==> config.mk <==
export PLATFORM = sky130hd
export DESIGN_NAME = cdc_module_responder_flat
export DESIGN_NICKNAME = d
export VERILOG_FILES = /design/src/rtl/cdc_module_responder_pkg.sv /design/src/rtl/cdc_module_responder_if.sv /design/src/rtl/cdc_module_responder_timeout.sv /design/src/rtl/cdc_module_responder.sv /design/src/flat_wrapper.sv
export SDC_FILE = /design/constraint.sdc
export NUM_CORES = 1
export LEC_CHECK = 0
export BUFFER_PORTS_ARGS = -buffer_cell sky130_fd_sc_hd__buf_2
export CAP_MARGIN = 20
export CORE_MARGIN = 4
export CORE_UTILIZATION = 30
export DETAILED_ROUTE_END_ITERATION = 10
export GPL_ROUTABILITY_DRIVEN = 0
export GPL_TIMING_DRIVEN = 0
export SYNTH_ARGS = -nofsm -noshare
export SYNTH_HDL_FRONTEND = slang
export SYNTH_SLANG_ARGS = --single-unit
export TNS_END_PERCENT = 10
==> constraint.sdc <==
create_clock -name clk_i -period 2.2 [get_ports clk_i]
set_clock_uncertainty 0.05 [all_clocks]
set_input_delay 0.11 -clock clk_i [delete_from_list [all_inputs] [get_ports clk_i]]
set_output_delay 0.11 -clock clk_i [all_outputs]
set_load 0.005 [all_outputs]
==> src/rtl/cdc_module_responder_pkg.sv <==
// Shared constants, types and helpers for the module-side bus_cdc responder.
package cdc_module_responder_pkg;

   localparam int unsigned address_width      = 32;
   localparam int unsigned data_width         = 32;

   // Bit positions inside the local status register
   localparam int unsigned STATUS_TIMEOUT_BIT = 0;
   localparam int unsigned STATUS_OVERRUN_BIT = 1;

   typedef enum logic [1:0] {
      ST_IDLE     = 2'd0,
      ST_WAIT_ACK = 2'd1,
      ST_LOCAL    = 2'd2
   } resp_state_e;

   // Builds the read value of the local status register from the two sticky flags
   function automatic logic [data_width-1:0] status_word(input logic overrun, input logic timeout);
      logic [data_width-1:0] w;
      w                     = '0;
      w[STATUS_TIMEOUT_BIT] = timeout;
      w[STATUS_OVERRUN_BIT] = overrun;
      return w;
   endfunction

endpackage

==> src/rtl/cdc_module_responder_if.sv <==
// Pulsed bus between a bus_cdc channel (master) and a module endpoint (slave).
interface cdc_module_responder_if;
   import cdc_module_responder_pkg::*;

   logic                     bus_we;
   logic [3:0]               bus_we_ram;
   logic [address_width-1:0] bus_address;
   logic [data_width-1:0]    bus_wdata;
   logic [data_width-1:0]    bus_rdata;
   logic                     module_busy;

   modport master (
      output bus_we, bus_we_ram, bus_address, bus_wdata,
      input  bus_rdata, module_busy
   );

   modport slave (
      input  bus_we, bus_we_ram, bus_address, bus_wdata,
      output bus_rdata, module_busy
   );

endinterface

==> src/rtl/cdc_module_responder_timeout.sv <==
// Timeout counter for WAIT_ACK: cleared while idle, counts while enabled, saturates at the
// terminal value and flags the terminal cycle.
module bus_timeout_counter #(
   parameter int unsigned TERMINAL = 32'd256
) (
   input  logic clk_i,
   input  logic reset_n_i,
   input  logic clr_i,
   input  logic en_i,
   output logic tc_o
);

   localparam int unsigned    CNT_W = (TERMINAL > 32'd1) ? $clog2(TERMINAL) : 32'd1;
   localparam logic [CNT_W-1:0] LAST = CNT_W'(TERMINAL - 32'd1);

   logic [CNT_W-1:0] cnt_q;
   logic [CNT_W-1:0] cnt_d;

   // Next count: clear has priority, then increment while enabled, holding at the terminal value
   always_comb begin
      cnt_d = cnt_q;
      if (clr_i) begin
         cnt_d = '0;
      end else if (en_i && (cnt_q != LAST)) begin
         cnt_d = cnt_q + 1'b1;
      end else begin
         cnt_d = cnt_q;
      end
   end

   // Counter register with synchronous active-low reset
   always_ff @(posedge clk_i) begin
      if (!reset_n_i) begin
         cnt_q <= '0;
      end else begin
         cnt_q <= cnt_d;
      end
   end

   // Terminal-count pulse, only meaningful while counting
   always_comb begin
      tc_o = 1'b0;
      if (en_i && (cnt_q == LAST)) begin
         tc_o = 1'b1;
      end else begin
         tc_o = 1'b0;
      end
   end

endmodule

==> src/rtl/cdc_module_responder.sv <==
// Module-side endpoint of a bus_cdc channel: decodes pulsed transactions in its window,
// forwards them to a slow user core over req/ack, and owns a local sticky status register.
module cdc_module_responder
   import cdc_module_responder_pkg::*;
#(
   parameter logic [address_width-1:0] BASE_ADDR      = 32'h0000_0000,
   parameter int unsigned              SPAN           = 32'h40,
   parameter int unsigned              STATUS_OFFSET  = 32'h3C,
   parameter int unsigned              TIMEOUT_CYCLES = 32'd256,
   parameter logic [data_width-1:0]    TIMEOUT_DATA   = 32'hDEAD_BEEF
) (
   input  logic                      clk_i,
   input  logic                      reset_n_i,
   cdc_module_responder_if.slave     bus_io,
   output logic                      user_req_o,
   output logic                      user_we_o,
   output logic [3:0]                user_be_o,
   output logic [$clog2(SPAN)-1:0]   user_addr_o,
   output logic [data_width-1:0]     user_wdata_o,
   input  logic                      user_ack_i,
   input  logic [data_width-1:0]     user_rdata_i,
   output logic                      timeout_o,
   output logic                      overrun_o
);

   localparam int unsigned               OFF_W      = $clog2(SPAN);
   localparam logic [OFF_W-1:0]          STATUS_OFF = OFF_W'(STATUS_OFFSET);
   localparam logic [address_width-1:0]  END_ADDR   = BASE_ADDR + address_width'(SPAN);

   // Request captured in the pulse cycle and held towards the user core
   typedef struct packed {
      logic                  we;
      logic [3:0]            be;
      logic [OFF_W-1:0]      offset;
      logic [data_width-1:0] wdata;
   } req_t;

   resp_state_e            state_q;
   req_t                   req_q;
   logic                   busy_q;
   logic                   user_req_q;
   logic                   timeout_q;
   logic                   overrun_q;
   logic [data_width-1:0]  bus_data_q;

   logic                   hit_s;
   logic [OFF_W-1:0]       offset_s;
   logic                   cnt_clr_s;
   logic                   cnt_en_s;
   logic                   cnt_tc_s;

   // Window decode of the pulsed address and its byte offset inside the window
   always_comb begin
      hit_s    = 1'b0;
      offset_s = OFF_W'(bus_io.bus_address - BASE_ADDR);
      if ((bus_io.bus_address >= BASE_ADDR) && (bus_io.bus_address < END_ADDR)) begin
         hit_s = 1'b1;
      end else begin
         hit_s = 1'b0;
      end
   end

   // The timeout counter runs only in WAIT_ACK, so it is always zero on entry
   always_comb begin
      cnt_en_s  = 1'b0;
      cnt_clr_s = 1'b1;
      if (state_q == ST_WAIT_ACK) begin
         cnt_en_s  = 1'b1;
         cnt_clr_s = 1'b0;
      end else begin
         cnt_en_s  = 1'b0;
         cnt_clr_s = 1'b1;
      end
   end

   bus_timeout_counter #(
      .TERMINAL (TIMEOUT_CYCLES)
   ) u_timeout (
      .clk_i     (clk_i),
      .reset_n_i (reset_n_i),
      .clr_i     (cnt_clr_s),
      .en_i      (cnt_en_s),
      .tc_o      (cnt_tc_s)
   );

   // Transaction FSM with all outputs registered; overrun set is applied last so it beats a clear
   always_ff @(posedge clk_i) begin
      if (!reset_n_i) begin
         state_q    <= ST_IDLE;
         req_q      <= '0;
         busy_q     <= 1'b0;
         user_req_q <= 1'b0;
         bus_data_q <= '0;
         timeout_q  <= 1'b0;
         overrun_q  <= 1'b0;
      end else begin
         case (state_q)
            ST_IDLE: begin
               if (hit_s) begin
                  req_q.we     <= bus_io.bus_we;
                  req_q.be     <= bus_io.bus_we_ram;
                  req_q.offset <= offset_s;
                  req_q.wdata  <= bus_io.bus_wdata;
                  busy_q       <= 1'b1;
                  if (offset_s == STATUS_OFF) begin
                     state_q    <= ST_LOCAL;
                     user_req_q <= 1'b0;
                  end else begin
                     state_q    <= ST_WAIT_ACK;
                     user_req_q <= 1'b1;
                  end
               end else begin
                  state_q    <= ST_IDLE;
                  busy_q     <= 1'b0;
                  user_req_q <= 1'b0;
               end
            end
            ST_LOCAL: begin
               state_q    <= ST_IDLE;
               busy_q     <= 1'b0;
               user_req_q <= 1'b0;
               if (req_q.we) begin
                  bus_data_q <= '0;
                  if (req_q.wdata[STATUS_TIMEOUT_BIT]) begin
                     timeout_q <= 1'b0;
                  end
                  if (req_q.wdata[STATUS_OVERRUN_BIT]) begin
                     overrun_q <= 1'b0;
                  end
               end else begin
                  bus_data_q <= status_word(overrun_q, timeout_q);
               end
            end
            ST_WAIT_ACK: begin
               if (user_ack_i) begin
                  bus_data_q <= req_q.we ? '0 : user_rdata_i;
                  state_q    <= ST_IDLE;
                  busy_q     <= 1'b0;
                  user_req_q <= 1'b0;
               end else if (cnt_tc_s) begin
                  bus_data_q <= req_q.we ? '0 : TIMEOUT_DATA;
                  timeout_q  <= 1'b1;
                  state_q    <= ST_IDLE;
                  busy_q     <= 1'b0;
                  user_req_q <= 1'b0;
               end else begin
                  state_q <= ST_WAIT_ACK;
               end
            end
            default: begin
               state_q    <= ST_IDLE;
               busy_q     <= 1'b0;
               user_req_q <= 1'b0;
            end
         endcase
         if (hit_s && (state_q != ST_IDLE)) begin
            overrun_q <= 1'b1;
         end
      end
   end

   assign bus_io.bus_rdata   = bus_data_q;
   assign bus_io.module_busy = busy_q;
   assign user_req_o         = user_req_q;
   assign user_we_o          = req_q.we;
   assign user_be_o          = req_q.be;
   assign user_addr_o        = req_q.offset;
   assign user_wdata_o       = req_q.wdata;
   assign timeout_o          = timeout_q;
   assign overrun_o          = overrun_q;

endmodule

==> src/flat_wrapper.sv <==
// flat-port wrapper written by rule: the top's interface ports become plain ports
module cdc_module_responder_flat import cdc_module_responder_pkg::*;
#(
   parameter logic [address_width-1:0] BASE_ADDR      = 32'h0000_0000,
   parameter int unsigned              SPAN           = 32'h40,
   parameter int unsigned              STATUS_OFFSET  = 32'h3C,
   parameter int unsigned              TIMEOUT_CYCLES = 32'd256,
   parameter logic [data_width-1:0]    TIMEOUT_DATA   = 32'hDEAD_BEEF
)
  (clk_i, reset_n_i, user_req_o, user_we_o, user_be_o, user_addr_o, user_wdata_o, user_ack_i, user_rdata_i, timeout_o, overrun_o, bus_io_bus_we, bus_io_bus_we_ram, bus_io_bus_address, bus_io_bus_wdata, bus_io_bus_rdata, bus_io_module_busy);
  cdc_module_responder_if bus_io_i ();
  input  logic clk_i;
  input  logic reset_n_i;
  output logic user_req_o;
  output logic user_we_o;
  output logic [3:0] user_be_o;
  output logic [$clog2(SPAN)-1:0] user_addr_o;
  output logic [data_width-1:0] user_wdata_o;
  input  logic user_ack_i;
  input  logic [data_width-1:0] user_rdata_i;
  output logic timeout_o;
  output logic overrun_o;
  input wire logic [$bits(bus_io_i.bus_we)-1:0] bus_io_bus_we;
  input wire logic [$bits(bus_io_i.bus_we_ram)-1:0] bus_io_bus_we_ram;
  input wire logic [$bits(bus_io_i.bus_address)-1:0] bus_io_bus_address;
  input wire logic [$bits(bus_io_i.bus_wdata)-1:0] bus_io_bus_wdata;
  output wire logic [$bits(bus_io_i.bus_rdata)-1:0] bus_io_bus_rdata;
  output wire logic [$bits(bus_io_i.module_busy)-1:0] bus_io_module_busy;
  assign bus_io_i.bus_we = bus_io_bus_we;
  assign bus_io_i.bus_we_ram = bus_io_bus_we_ram;
  assign bus_io_i.bus_address = bus_io_bus_address;
  assign bus_io_i.bus_wdata = bus_io_bus_wdata;
  assign bus_io_bus_rdata = bus_io_i.bus_rdata;
  assign bus_io_module_busy = bus_io_i.module_busy;
  cdc_module_responder #(.BASE_ADDR(BASE_ADDR), .SPAN(SPAN), .STATUS_OFFSET(STATUS_OFFSET), .TIMEOUT_CYCLES(TIMEOUT_CYCLES), .TIMEOUT_DATA(TIMEOUT_DATA)) u_core (.clk_i(clk_i), .reset_n_i(reset_n_i), .bus_io(bus_io_i), .user_req_o(user_req_o), .user_we_o(user_we_o), .user_be_o(user_be_o), .user_addr_o(user_addr_o), .user_wdata_o(user_wdata_o), .user_ack_i(user_ack_i), .user_rdata_i(user_rdata_i), .timeout_o(timeout_o), .overrun_o(overrun_o));
endmodule
==> results.yml <==
status:
  status: "finished, final reports clean"
logic_synthesis:
  netlist_area_um2: 3890
  yosysSeqAreaShare: 0.458
  synth_edf_count: 0
  ys_ff_latch: 89
  yosys-top-cells-area: "dfxtp_1 46%, mux2i_1 17%, nand2_1 12%"
  netlist-cell-type-count: 39
  syn_avg_cell_area_um2: 9.26
  ys_async_sr_fraction: 0
  yosys.area.top_type: "dfxtp_1"
  synthCells: 420
  ys_warn_count: 0
  syn-num-nets: 528
  ys.flop_type: "dfxtp_1"
  synth_top_cell_area_share: 0.458
critical_path:
  critPathBufInv: 2
  critPathMaxFanout: 10
  path_class: "reg2reg"
  crit_family: "flip-flops"
  cp-end-kind: "flip-flop"
  crit_required_ns: 2.41
  cp_slowest_cell: "dfxtp_1"
  crit_chain: "ha_1 > nand4_2 > o211ai_4 > and2_1 > buf_6 > buf_12 > mux2i_1"
  cp_slowest_stage_delay_ns: 0.39
  cp-start-kind: "flip-flop"
  arrival_ns: 2.19
sta:
  drv_slew: 0
  hold_viol: 0
  finalCritPeriodShare: 0.900
  whs_ns: 0.0214
  setup_tns_ns: 0
  rsz0062_at_grt: "no"
  fmax_mhz: 505
  post-route-min-period_ns: 1.98
  finalSetupViolCount: 0
  tightest_slew_ns: 0.651
  slew-limit-headroom: 0.566
power:
  p_per_area_nw_per_um2: 582
  clkPwrFrac: 0.451
  power_frac_comb: 0.076
  p_sw_frac: 0.218
  p_leak_nw: 2.56
  p_sw_mw: 0.742
  ir_drop_v: 0.000318
  pwr-share-seq: 0.473
  p_int_mw: 2.66
drt:
  drtAntennaViolNets: 0
  first_pass_iters: 6
  viasPerCell: 4.62
  wl_um: 12300
  dr_total_vias: 3896
  avgRoutedWirePerCell_um: 14.6
  drt-initial-drc-count: 196
  route.detailed.drc: 0
grt:
  grt_usage: 0.167
  grt_pass1_vias: 4062
  grt_max_degree: 15
  antenna_found_initial: 0
  grt-ovfl-total: 0
  grt_pass1_wl_um: 19600
worst_hold_path:
  hold_path_class: "in2reg"
layout:
  num_antenna_cells: 0
  final_layout_size_suffix_gt1_frac: 0.334
  nets: 774
  final_util: 0.462
  area_delta_synth_final_pct: 50.5
  stdcell_count: 843
cts:
  cts_tree: "built"
  clock-root-buffer: "clkbuf_16"
  ctsHtreeMaxLevel: 3
  postCtsSetupBuffers: 0
  clock_latency_ns: 0.34
  clock-sinks: 89
  clock_path_buffers: 2
  cts.clk_slew.worst_paths_ns: 0.07
  numCtsBuffers: 9
placement:
  hpwl_um: 8960
  port_buffers: 181
  place_inst: 773
run:
  max_cap_viol_count: 0
floorplan:
  initial_utilization: 0.307
  die_area_um2: 14800
  placementRows: 41
  num_io_pins: 183
  die_h_um: 122
  core-area_um2: 12700
  die_w_um: 122
path summary, 6_finish.rpt:
check / startpoint / endpoint / slack, ns / cells past startpoint
max: u_core.u_timeout.cnt_q[0]$_SDFFE_PN0P_ / u_core.bus_io.bus_rdata[16]$_SDFFE_PN0P_ / 0.22 / 7
min: user_rdata_i[8] / u_core.bus_io.bus_rdata[8]$_SDFFE_PN0P_ / 0.02 / 3
max reg2reg: u_core.u_timeout.cnt_q[0]$_SDFFE_PN0P_ / u_core.bus_io.bus_rdata[16]$_SDFFE_PN0P_ / 0.22 / 7
min reg2reg: u_core.bus_io.bus_rdata[19]$_SDFFE_PN0P_ / u_core.bus_io.bus_rdata[19]$_SDFFE_PN0P_ / 0.40 / 2
repair_timing:
item,CTS,global route
hold buffers,54,0
setup endpoints to repair,0,5
endpoints found under the hold margin,54,0
gates resized for setup,0,4
per-stage QoR:
stage	setup WS, ns	total power [mW]	cell area, um^2
5_1_grt	0.0447	3.56	5850
3_5_place_dp	0.173	1.83	5010
2_1_floorplan	0.505	1.71	3890
6_report	0.221	3.41	5850
4_1_cts	0.143	3.45	5850
3_3_place_gp	0.245	1.83	5010
worst reg2reg max path: cells and delay by family (launching register included):
kind | cells | cell delay, ns
buffers and inverters | 2 | 0.27
adders and majority gates | 1 | 0.27
muxes | 1 | 0.20
and+or+nand+nor | 2 | 0.39
DFF | 1 | 0.39
AOI/OAI and AO/OA | 1 | 0.32
synth_stat cells (all sizes together) (3+ instances only):
cell / instances
a21oi: 4
o21ai: 31
nand4: 12
ha: 4
buf: 13
clkbuf: 17
nor3: 3
inv: 4
mux2i: 67
nor2: 11
nand3: 6
dfxtp: 89
nand2: 129
nor4: 7
registers in the layout, indices dropped and copies added, names as in the netlist:
| signal | cells |
|---|---|
| u_core.timeout_o | 1 |
| u_core.bus_io.module_busy | 1 |
| u_core.user_req_o | 1 |
| u_core.state_q | 2 |
| u_core.user_be_o | 4 |
| u_core.overrun_o | 1 |
| u_core.user_we_o | 1 |
| u_core.u_timeout.cnt_q | 8 |
| u_core.user_addr_o | 6 |
| u_core.bus_io.bus_rdata | 32 |
| u_core.user_wdata_o | 32 |
layout by cell type, fill, tap and decap left out, types with 3 or more instances in the layout:
cell,n
nor3_1,3
nand2_1,129
clkbuf_1,16
clkbuf_16,9
dfxtp_1,89
inv_1,4
a21oi_1,4
ha_1,4
mux2i_1,67
nor4_2,6
o21ai_0,31
nor2_1,10
buf_12,6
nand4_2,3
buf_2,184
nand3_1,6
dlygate4sd3_1,54
nand4_1,9
per-layer routing:
metal  vias up  GRT usage  wire [um]
met5         -          0          0
met2       137      0.288       5960
met1      1801      0.194       5160
met4         0     0.0693        303
met3        23     0.0464        845
li1       1935          -          -
kinds of logic (layout without fill, tap and decap cells):
kind of cell / count (synthesis) / after routing / synth area share
xor gates and xnor gates: 3 / 3 / 0.00676
muxes: 67 / 67 / 0.173
DFF: 89 / 89 / 0.458
AOI/OAI and AO/OA: 48 / 48 / 0.0776
buffers and inverters: 34 / 285 / 0.0628
adders and majority gates: 4 / 4 / 0.0129
and+or+nand+nor: 175 / 175 / 0.209
power groups by stage:
stage	sequential, mW	combinational, mW	clock (mW)
after CTS	1.61	0.260	1.58
after detailed placement	1.65	0.184	0
after floorplan	1.65	0.0624	0
final	1.61	0.260	1.53
after global routing	1.61	0.287	1.66
after global placement	1.65	0.181	0
final cells by class:
cell class                      instances  area (um^2)
Buffer                                 30          231
Clock buffer                           11          243
Clock inverter                          5         55.1
Fill cell                            1230         6820
Inverter                                4         15.0
Multi-Input combinational cell        297         1860
Sequential cell                        89         1780
Tap cell                              172          215
Timing Repair Buffer                  235         1450
No activity file was read; power rests on OpenSTA's default activity.
